[config.mk]
export PLATFORM = sky130hd
export DESIGN_NAME = reg_wb_arbiter
export DESIGN_NICKNAME = d
export VERILOG_FILES = /design/src/rtl/noobs_wb_pkg.sv /design/src/rtl/reg_wb_rr_pick.sv /design/src/rtl/reg_wb_arbiter.sv
export SDC_FILE = /design/constraint.sdc
export NUM_CORES = 1
export LEC_CHECK = 0
export CORE_MARGIN = 2
export CORE_UTILIZATION = 46
export CTS_BUF_LIST = sky130_fd_sc_hd__clkbuf_2 sky130_fd_sc_hd__clkbuf_4 sky130_fd_sc_hd__clkbuf_8
export DETAILED_ROUTE_END_ITERATION = 8
export PLACE_DENSITY = 0.83
export SLEW_MARGIN = 20
export SYNTH_ARGS = -nofsm -noshare
export SYNTH_HDL_FRONTEND = slang
export SYNTH_SLANG_ARGS = --single-unit
[constraint.sdc]
create_clock -name clk -period 3.1 [get_ports clk]
set_input_delay 0.62 -clock clk [delete_from_list [all_inputs] [get_ports clk]]
set_output_delay 0.62 -clock clk [all_outputs]
set_load 0.03 [all_outputs]
[src/rtl/noobs_wb_pkg.sv]
// Shared constants and types for the register-file write-back path.
package noobs_wb_pkg;
  localparam int REG_SEL_W  = 2;
  localparam int REG_DATA_W = 8;

  localparam int REQ_ALU = 0;
  localparam int REQ_LSU = 1;
  localparam int REQ_DBG = 2;

  localparam logic WB_ARB    = 1'b0;
  localparam logic WB_LOCKED = 1'b1;

  typedef struct packed {
    logic [REG_SEL_W-1:0]  sel;
    logic [REG_DATA_W-1:0] data;
  } wb_beat_t;

  function automatic logic [1:0] rr_next(input logic [1:0] idx, input int num_req);
    if (int'(idx) >= num_req - 1) return 2'd0;
    return idx + 2'd1;
  endfunction
endpackage

[src/rtl/reg_wb_rr_pick.sv]
// Rotating priority encoder: first valid requester at or above rr_ptr, wrapping.
module reg_wb_rr_pick #(
  parameter int NUM_REQ = 3
) (
  input  logic [NUM_REQ-1:0] valid,
  input  logic [1:0]         rr_ptr,
  output logic [NUM_REQ-1:0] grant,
  output logic [1:0]         grant_idx,
  output logic               grant_any
);
  int cand;

  always_comb begin
    grant     = '0;
    grant_idx = '0;
    grant_any = 1'b0;
    cand      = 0;
    for (int k = 0; k < NUM_REQ; k++) begin
      cand = (int'(rr_ptr) + k) % NUM_REQ;
      if (!grant_any && valid[cand]) begin
        grant[cand] = 1'b1;
        grant_idx   = 2'(cand);
        grant_any   = 1'b1;
      end
    end
  end
endmodule

[src/rtl/reg_wb_arbiter.sv]
// Write-back arbiter for the register file's single write port: round-robin
// with bounded burst locking, registered wr_* output stage.
module reg_wb_arbiter
  import noobs_wb_pkg::*;
#(
  parameter int NUM_REQ   = 3,
  parameter int MAX_BURST = 4
) (
  input  logic                  clk,
  input  logic                  reset_,
  input  logic                  flush,
  input  logic [NUM_REQ-1:0]    req_valid,
  input  logic [2*NUM_REQ-1:0]  req_sel,
  input  logic [8*NUM_REQ-1:0]  req_data,
  input  logic [NUM_REQ-1:0]    req_lock,
  output logic [NUM_REQ-1:0]    req_ready,
  output logic                  wr_en,
  output logic [1:0]            wr_sel,
  output logic [7:0]            wr_data,
  output logic [1:0]            grant_id,
  output logic                  locked
);
  wb_beat_t beat_arr [NUM_REQ];

  genvar gi;
  generate
    for (gi = 0; gi < NUM_REQ; gi++) begin : g_unpack
      assign beat_arr[gi] = {req_sel[REG_SEL_W*gi +: REG_SEL_W],
                             req_data[REG_DATA_W*gi +: REG_DATA_W]};
    end
  endgenerate

  logic       state_q, state_d;
  logic [1:0] lock_id_q, lock_id_d;
  logic [3:0] burst_cnt_q, burst_cnt_d;
  logic [1:0] rr_ptr_q, rr_ptr_d;
  logic       wr_en_q, wr_en_d;
  wb_beat_t   beat_q, beat_d;
  logic [1:0] grant_id_q, grant_id_d;

  logic [NUM_REQ-1:0] pick_grant;
  logic [1:0]         pick_idx;
  logic               pick_any;

  reg_wb_rr_pick #(.NUM_REQ(NUM_REQ)) u_pick (
    .valid     (req_valid),
    .rr_ptr    (rr_ptr_q),
    .grant     (pick_grant),
    .grant_idx (pick_idx),
    .grant_any (pick_any)
  );

  logic               owner_valid;
  logic [NUM_REQ-1:0] gnt_onehot;
  logic [1:0]         gnt_idx;
  logic               accept;
  logic [3:0]         burst_inc;

  assign owner_valid = (state_q == WB_LOCKED) && req_valid[lock_id_q];
  assign burst_inc   = burst_cnt_q + 4'd1;

  // An idle owner falls straight through to round-robin in the same cycle.
  always_comb begin
    gnt_onehot = '0;
    gnt_idx    = '0;
    accept     = 1'b0;
    if (reset_ && !flush) begin
      if (owner_valid) begin
        gnt_onehot[lock_id_q] = 1'b1;
        gnt_idx               = lock_id_q;
        accept                = 1'b1;
      end else if (pick_any) begin
        gnt_onehot = pick_grant;
        gnt_idx    = pick_idx;
        accept     = 1'b1;
      end
    end
  end

  assign req_ready = gnt_onehot;

  always_comb begin
    state_d     = state_q;
    lock_id_d   = lock_id_q;
    burst_cnt_d = burst_cnt_q;
    rr_ptr_d    = rr_ptr_q;
    if (flush) begin
      state_d     = WB_ARB;
      burst_cnt_d = '0;
    end else if (accept) begin
      rr_ptr_d = rr_next(gnt_idx, NUM_REQ);
      if (owner_valid) begin
        if (!req_lock[gnt_idx] || int'(burst_inc) >= MAX_BURST) begin
          state_d     = WB_ARB;
          burst_cnt_d = '0;
        end else begin
          burst_cnt_d = burst_inc;
        end
      end else if (req_lock[gnt_idx] && MAX_BURST > 1) begin
        state_d     = WB_LOCKED;
        lock_id_d   = gnt_idx;
        burst_cnt_d = 4'd1;
      end else begin
        state_d     = WB_ARB;
        burst_cnt_d = '0;
      end
    end else begin
      state_d     = WB_ARB;
      burst_cnt_d = '0;
    end
  end

  // sel/data hold when idle; only wr_en qualifies the port.
  always_comb begin
    wr_en_d    = accept;
    beat_d     = accept ? beat_arr[gnt_idx] : beat_q;
    grant_id_d = accept ? gnt_idx : 2'd0;
  end

  always_ff @(posedge clk or negedge reset_) begin
    if (!reset_) begin
      state_q     <= WB_ARB;
      lock_id_q   <= '0;
      burst_cnt_q <= '0;
      rr_ptr_q    <= '0;
      wr_en_q     <= 1'b0;
      beat_q      <= '0;
      grant_id_q  <= '0;
    end else begin
      state_q     <= state_d;
      lock_id_q   <= lock_id_d;
      burst_cnt_q <= burst_cnt_d;
      rr_ptr_q    <= rr_ptr_d;
      wr_en_q     <= wr_en_d;
      beat_q      <= beat_d;
      grant_id_q  <= grant_id_d;
    end
  end

  assign wr_en    = wr_en_q;
  assign wr_sel   = beat_q.sel;
  assign wr_data  = beat_q.data;
  assign grant_id = grant_id_q;
  assign locked   = (state_q == WB_LOCKED);
endmodule
; ---- Yosys cells after proc, flatten, opt, wreduce, memory -nomap -nowiden
; Index checks and enable logic that the tools add are counted.
[classes]
add_sub_neg = 4
div_mod_pow = 3
magnitude_cmp = 12
n_eq_ne = 1
muxes = 58
bitwise_logic = 5
n_reduce_logical = 15
[op_table]
columns = cell, count
row1 = $ge 32x1->1 const B, 3
row2 = $lt 32x4->1 const B, 3
row3 = $mod 32x3->32 const B, 2
row4 = $mod 3x3->32 const B, 1
row5 = $mux 1, 27
row6 = $bmux 10 s2, 1
row7 = $mux 10, 2
row8 = $mux 2, 9
row9 = $mux 3, 6
row10 = $mux 4, 4
row11 = $bmux 1 s2, 5
row12 = $demux 1 s2, 4
row13 = $logic_and 1x1->1, 8
row14 = $lt 2x3->1 const B, 2
row15 = $or 3x3->3, 2
row16 = $add 4x1->4 const B, 1
row17 = $ge 4x3->1 const B, 1
row18 = $logic_not 1->1, 4
row19 = $ne 4x3->1 const B, 1
row20 = $reduce_and 4->1, 1
row21 = $add 2x1->3 const B, 1
row22 = $add 2x2->3 const B, 1
row23 = $ge 3x3->1 const B, 1
row24 = $not 2->3, 1
row25 = 6 further kinds, 7
[word_totals]
register_bits = 22

; ---- Logic depth before layout (Yosys ltp)
; Gate-level depths: netlist (run 1).
[logic_depth]
ltp_word = 22
depth_mapped = 11

; ---- Modules after synthesis
; Synthesis (run 1) repeated with hierarchy kept, for this count alone.
[unflattened]
hier_cells = 169
area_unflattened_um2 = 1679.1
[by_module_without_submodules]
columns = mod, instances, cells_each, area_each_um2
row1 = reg_wb_arbiter, 1, 117, 1297.5
row2 = reg_wb_rr_pick, 1, 52, 381.6

; ---- Worst setup path before layout (run 1)
; OpenSTA, ideal clock, no wires.
[synth_path]
kind = register to output
from = reg rr_ptr_q[0]
to = out req_ready[2]
arrival_time_ns = 2.370
slack_ns = 0.110
stages_incl_launch_ff = 9
path_buffers = 1
path_cell_list = dfrtp_1 > inv_1 > ha_1 > buf_2 > nor2b_1 > a22oi_1 > o32ai_1 > a221oi_1 > a211oi_1
[synth_between]
elab_chain_cells = 14
[synth_rtl]
columns = element, line_no
row1 = start: declaration, reg_wb_arbiter.sv:36  ; logic [1:0] rr_ptr_q, rr_ptr_d;
row2 = start signal: assignment, reg_wb_arbiter.sv:133  ; rr_ptr_q <= rr_ptr_d;
row3 = "parallel branches: the longest is 11 deep, another holds $mod 32x3->32", -
row4 = $mux 3 *, reg_wb_arbiter.sv:72  ; end else if (pick_any) begin
row5 = $mux 3 *, reg_wb_arbiter.sv:68  ; if (owner_valid) begin
row6 = $mux 3 *, reg_wb_arbiter.sv:67  ; if (reset_ && !flush) begin
row7 = end: declaration, reg_wb_arbiter.sv:16  ; output logic [NUM_REQ-1:0] req_ready,
; Mark *: on every way between the ends. The select of a mux whose other input is x is not followed.

; ---- Worst setup path after layout (run 1)
[layout_path]
from = reg rr_ptr_q[0]
to = out req_ready[0]
; Same word-level chain as after synthesis.

==> run summary, run 1 <==
status: finished, final reports clean
GR Overflow Total: 0
Compound-Gate Fraction of Synth Area: 0.273
Skew-Pair Late Insertion Delay: 0.31 ns
Synth Area in XOR/XNOR: 0.00578
root buffer cell: clkbuf_4
clk buf depth: 2
fin crit share: 0.966
Finish-stage setup viols: 0
beginning of the critical path: rr_ptr_q[0]
Critical Path AT: 2.37 ns
top post-synthesis cells by area: dfrtp_1 (36%), ha_1 (4.1%), nand2_1 (4.0%), mux2_2 (3.7%), o21ai_0 (3.6%)
worst min-delay path startpoint: wr_sel[1]
final wirelength: 4310 um
Top Family by Delay on Critical Path: compound AO/OA/AOI/OAI gates
nets@finish: 281
first-pass GRT wire length: 7110 um
reg-to-reg startpoint: rr_ptr_q[0]
Mapped Cells: 170
distinct cell type count after synthesis: 50
CP Max Fanout: 8
fin cells: 280
clk sink count: 22
# diodes: 0
Num CTS Buffers: 3
Worst Path Buf+Inv: 2
initial antenna violation count: 0
vias per cell: 5.71
Setup TNS: 0 ns
metal3 WL: 393 um
Buffers on Ports: 55
WL/cell: 15.4 um
gpl congestion: 0.932
Synth Area in Adders: 0.0413
most used cell, CP: a22oi_1
Die Width: 61.4 um
Seq cells post-synth: 22
cells along the critical path: inv_1 > ha_4 > nor2b_1 > a22oi_1 > o32ai_2 > a22oi_1 > a21o_1 > a21oi_1 > buf_4
Mapped Area: 1520 um2
share of layout cells above drive strength 1: 0.153
EDFF count, synth: 0
Post-Syn Area per Cell: 8.92 um2
Chip Height: 61.4 um
Top Metal Used: met4
Inst Count DP: 274
final hold viol count: 0
met2 routed WL: 2200 um
Post-synth ARST share: 1.00
class of the worst hold path: register to register
Setup CP Type: register to output port
clock transition at the registers of the reported paths: 0.12 ns
# DRC: 0
main combinational cell family by area after synthesis: compound AO/OA/AOI/OAI gates
CP Capture Type: output port
RSZ-0062 raised after global routing: no
DP HPWL: 3290 um
largest net degree at the start of global routing: 23
slowest cell on the critical path: dfrtp_2
H-tree levels: 1
Synth area leader: dfrtp_1
CORE AREA: 3100 um2
Max Freq: 334 MHz
number of global-route vias before repair: 1625
post-synthesis mux area share: 0.0792
post-synthesis simple-gate area fraction: 0.174
Power Density: 763 nW/um2
register area share after synthesis: 0.363
GRT Overall Usage: 0.253
maxcap violations: 0
placed cell area: 2170 um2
Antenna Violating Nets Remaining: 0
VDD IR max: 0.392 mV
Ports: 56
# rows: 20
Final min period: 2.99 ns
Yosys warning total: 0
post-synth top area share: 0.363
DRT iter0 DRCs: 138
Total Die Area: 3770 um2
Initial Util: 0.489
Worst setup SP type: register
M1 WL: 1640 um
fin. max-slew vios: 0
CTS tree: built
Leak: 0.955 nW
via count: 1600
DR pass1 iterations: 4
Worst Max-Slew Pin Slew: 0.550 ns
Worst Path Required: 2.48 ns
Overall Power: 0.00173 W
post-route cell area: 2260 um2
CP max stage delay: 0.45 ns
slew margin rel.: 0.630
Layout area overhead: 49.3%
Primary FF master, synth: dfrtp_1
skew final: 0.000979 ns
post-route core utilization: 0.729
kinds of logic (layout without fill, tap and decap cells):
group | Yosys count | count (layout)
buffers and inverters | 19 | 84
AOI/OAI and AO/OA | 63 | 63
DFF | 22 | 22
adders and majority gates | 5 | 5
other | 1 | 2
xor gates and xnor gates | 1 | 1
and+or+nand+nor | 48 | 48
muxes | 11 | 11
repair_timing:
item,4_1_cts,5_1_grt
resized for setup,5,6
hold buffers,0,0
buffers inserted,0,2
pin swaps,0,2
setup endpoints to repair,3,3
cell usage in the layout (no fill, tap or decap), types with 7 or more instances in the layout:
cell type / instances
inv_1: 10
dfrtp_1: 21
clkdlybuf4s50_1: 49
o22ai_1: 7
a21oi_1: 8
o21ai_0: 10
buf_4: 17
o21ai_1: 12
nand2_1: 16
Yosys cell counts, types with 2 or more instances:
| library cell | number |
|---|---|
| clkbuf_1 | 2 |
| a22oi_1 | 6 |
| ha_1 | 5 |
| o22ai_1 | 7 |
| o21ai_0 | 11 |
| a31oi_1 | 3 |
| mux2i_1 | 3 |
| and4b_1 | 2 |
| nand2b_1 | 2 |
| buf_2 | 5 |
| o21ai_1 | 11 |
| nand4_1 | 2 |
| nand2_1 | 16 |
| dfrtp_1 | 22 |
| inv_1 | 10 |
| and3_1 | 2 |
| a211oi_1 | 2 |
| nor3_1 | 4 |
| a21oi_1 | 8 |
| mux2_2 | 5 |
| mux2_1 | 3 |
| nor2_1 | 6 |
| buf_6 | 2 |
| nor2b_1 | 5 |
tightest hold or removal path, cell delays in order, from the launching register on:
cell     delay [ns]
dfrtp_1        0.36
nand2_1        0.05
o21ai_1        0.06
flip-flops by register name, summed over array words and instances (netlist names):
| register | cells |
|---|---|
| wr_sel | 2 |
| grant_id | 2 |
| wr_data | 8 |
| wr_en | 1 |
| locked | 1 |
| rr_ptr_q | 2 |
| burst_cnt_q | 4 |
| lock_id_q | 2 |
metal layers:
metal | global-route usage | up-vias
li1 | - | 754
met1 | 0.287 | 756
met2 | 0.464 | 82
met3 | 0.0714 | 8
met4 | 0.0729 | 0
met5 | 0 | -
where the power goes:
| group | internal, W | switching [W] |
|---|---|---|
| combinational | 0.000507 | 0.000603 |
| sequential | 0.000384 | 0.0000751 |
| clock | 0.0000718 | 0.0000873 |
worst paths after layout:
kind / to / slack, ns / depth (start not counted)
max in group asynchronous: rr_ptr_q[0] / 2.17 / 2
min: wr_sel[1] / 0.49 / 2
max reg2reg: burst_cnt_q[1] / 0.67 / 9
min reg2reg: wr_sel[1] / 0.49 / 2
max: req_ready[0] / 0.11 / 9
min in group asynchronous: wr_en / 0.70 / 2
metrics by stage:
stage	hold WS (ns)	setup slack (ns)
2_1_floorplan	0.324	0.110
3_3_place_gp	0.471	0.0272
3_5_place_dp	0.475	-0.0385
4_1_cts	0.503	0.0474
5_1_grt	0.524	0.0193
6_report	0.495	0.106
cell type report:
class | instances | area, um2
tap | 44 | 55.1
fill | 243 | 840
sequential | 22 | 552
clock buffer | 4 | 36.3
inverter | 10 | 37.5
multi-input combinational | 130 | 915
timing repair buffer | 70 | 668
Note: power is estimated with default switching activity, not from simulation.
==> inputs of run 2 (changes only) <==
--- a/config.mk
+++ b/config.mk
@@ -5,6 +5,8 @@
 export SDC_FILE = /design/constraint.sdc
 export NUM_CORES = 1
 export LEC_CHECK = 0
+export ABC_AREA = 0
+export CAP_MARGIN = 30
 export CORE_MARGIN = 2
 export CORE_UTILIZATION = 46
 export CTS_BUF_LIST = sky130_fd_sc_hd__clkbuf_2 sky130_fd_sc_hd__clkbuf_4 sky130_fd_sc_hd__clkbuf_8
==> results of run 2 <==
The final DEF is identical to that of run 1; final timing and power are the same.
==> inputs of run 3 (changes only) <==
--- a/config.mk
+++ b/config.mk
@@ -10,6 +10,7 @@
 export CORE_MARGIN = 2
 export CORE_UTILIZATION = 46
 export CTS_BUF_LIST = sky130_fd_sc_hd__clkbuf_2 sky130_fd_sc_hd__clkbuf_4 sky130_fd_sc_hd__clkbuf_8
+export CTS_CLUSTER_SIZE = 12
 export DETAILED_ROUTE_END_ITERATION = 8
 export PLACE_DENSITY = 0.83
 export SLEW_MARGIN = 20
==> results of run 3 <==
The final DEF is identical to that of run 1; final timing and power are the same.
==> patch: new RTL, settings of run 1 <==
`NUM_REQ` is set to 3 in 2 places; all go to 5.
--- a/src/rtl/reg_wb_rr_pick.sv
+++ b/src/rtl/reg_wb_rr_pick.sv
@@ -1,6 +1,6 @@
 // Rotating priority encoder: first valid requester at or above rr_ptr, wrapping.
 module reg_wb_rr_pick #(
-  parameter int NUM_REQ = 3
+  parameter int NUM_REQ = 5
 ) (
   input  logic [NUM_REQ-1:0] valid,
   input  logic [1:0]         rr_ptr,
--- a/src/rtl/reg_wb_arbiter.sv
+++ b/src/rtl/reg_wb_arbiter.sv
@@ -3,7 +3,7 @@
 module reg_wb_arbiter
   import noobs_wb_pkg::*;
 #(
-  parameter int NUM_REQ   = 3,
+  parameter int NUM_REQ   = 5,
   parameter int MAX_BURST = 4
 ) (
   input  logic                  clk,
Interface: changed (5 resized); port bits go from 56 to 82. No check against the original RTL was run, so the function may have changed too.
==> patch against run 1 <==
The flow now finishes with violations (negative setup slack); total power is 120% higher; area after synthesis is 38% higher; register-to-register slack worse by 860 ps; global-route usage is 5.8 points higher; routed wire length is 94% higher; final area is 65% higher; setup slack worse by 750 ps; sequential cell count stayed put; largest cell class unchanged.
==> patch: results (changes against run 1) <==
| Metric | Value |
|---|---|
| Port Buffers | 70 (+27%) |
| Slew @ Worst Pin | 488 ps (-61.9 ps) |
| Place WS | -814 ps (-775 ps) |
| Sequential fraction of the synthesis area | 26.3% (-10 points) |
| DR iter-0 viols | 242 (+75%) |
| Status | finished with violations |
| Gr usage total | 31.2% (+5.8 points) |
| HP Class | reg2reg |
| Largest net degree at the start of global routing | 24 (+4.3%) |
| Placed standard-cell area | 3360 um^2 (+55%) |
| Post-route ant nets | 0 (unchanged) |
| Vias post-DR | 2522 (+58%) |
| Antenna fix cells | 0 (unchanged) |
| Synth top area cells | dfrtp_1 (26%), mux2i_1 (14%), ha_1 (5.4%) |
| First-pass GRT wire length | 12500 um (+75%) |
| Clock Latency Late Sink | 280 ps (-30 ps) |
| Clock Tree Buf Depth | 2 (unchanged) |
| Worst IR Drop VDD | 0.699 mV (+78%) |
| H-tree levels | 1 (unchanged) |
| Worst Reg-to-Reg Cells | 15 (+6) |
| Final Setup Violations | 13 (+13) |
| Synth warn | 0 (unchanged) |
| Root buf cell | clkbuf_8 |
| Async set-reset flop share out of synthesis | 100% (unchanged) |
| CTS buffer count | 3 (unchanged) |
| Violated checks | negative setup slack |
| Routability Congestion | 0.967 (+3.7%) |
| Final worst slack | -644 ps (-750 ps) |
| Layout cell share with drive strength beyond 1 | 37.2% (+22 points) |
| Wirelength, routed | 8360 um (+94%) |
| Prevailing post-synth register cell | dfrtp_1 |
| Worst-path fanout max | 4 (-4) |
| Switch share | 45.6% (+1.3 points) |
| Initial antenna violation count | 0 (unchanged) |
| Yosys cell types | 59 (+18%) |
| Hold depth | 2 (unchanged) |
| Drt pass-1 iters | 6 (+2) |
| Max reg flops | 8 (unchanged) |
| Most common library cells after synthesis | mux2i_1 (29), dfrtp_1 (22), nand2_1 (22) |
| Clock Pin Slew Worst Setup and Hold Paths | 80 ps (-40 ps) |
| Nets@finish | 433 (+54%) |
| Leak Pwr | 1.67 nW (+74%) |
| Final HPWL DP | 5630 um (+71%) |
| Clk_skew | 9.01 ps (+8.03 ps) |
| Vias in the first global route | 2605 (+60%) |
## patch: cell types whose count changed in the layout (fill, tap and decap cells not counted), moves of 9 or more
cell,before,now
buf_4,17,61
buf_6,0,10
clkdlybuf4s50_1,49,60
mux2i_1,3,22
o21ai_1,12,2
o221ai_1,0,9
## patch: logic make-up after synthesis
logic type | Yosys count | synth area share [%]
adders and majority gates | 9 | 5.38
muxes | 36 | 18.9
xor gates and xnor gates | 1 | 0.418
AOI/OAI and AO/OA | 67 | 25.9
other | 1 | 0.179
DFF | 22 | 26.3
and+or+nand+nor | 66 | 16.0
buffers and inverters | 31 | 6.93
## patch: critical path: stages, from the launching register on
cell and delay, ps:
dfrtp_2 460, inv_4 110, ha_4 230, a311o_1 310, or3_4 400, a31oi_4 160, and2_4 170, nor2b_4 140
nand2_2 60, or3_4 380, a221oi_4 270, buf_6 170
## patch: layer usage
metal / routed length, um / share of wire, % / up-vias / GRT usage [%]
met5: 0 / 0 / - / 0
met4: 276 / 3.3 / 0 / 11.3
met3: 682 / 8.2 / 23 / 7.17
met2: 4230 / 51 / 153 / 56.0
met1: 3170 / 38 / 1214 / 36.1
li1: - / - / 1132 / -
## patch: power by group through the flow
stage                     Sequential, mW  Clock (mW)  Combinational [mW]
after floorplan                    0.627           0                1.41
final                              0.488       0.274                3.07
after detailed placement           0.471           0                2.54
after CTS                          0.476       0.275                2.89
after global placement             0.465           0                2.48
after global routing               0.496       0.289                3.23
## patch: final timing paths
path	end	slack (ps)	startpoint
worst max-delay path	req_ready[2]	-640	rr_ptr_q[1]
worst min-delay path	wr_sel[1]	500	wr_sel[1]
worst max register to register	wr_data[3]	-190	rr_ptr_q[1]
worst min register to register	wr_sel[1]	500	wr_sel[1]
max in group asynchronous	rr_ptr_q[0]	2070	reset_
min in group asynchronous	wr_sel[0]	770	reset_
## patch: area by class of cell
type                            instances  area [um^2]
Multi-Input combinational cell        181         1680
Clock inverter                          1         30.0
Sequential cell                        22          553
Inverter                               12         52.6
Clock buffer                            3         41.3
Tap cell                               52         65.1
Timing Repair Buffer                  141         1310
Fill cell                             228          656
## patch: repair_timing
action,in CTS,in global routing
hold endpoints to repair,0,0
buffers inserted,7,1
pin swaps,20,7
gates cloned,1,0
resized for setup,43,15
endpoints found under the setup margin,19,21
## patch: metrics by stage
stage	instances	total power, mW	setup TNS [ps]	util, %
2_1_floorplan	234	2.03	-1490	-
3_3_place_gp	399	2.95	-8850	76.7
3_5_place_dp	399	3.01	-9300	76.7
4_1_cts	411	3.64	-3350	83.2
5_1_grt	412	4.01	-4860	85.0
6_report	412	3.83	-3490	85.0
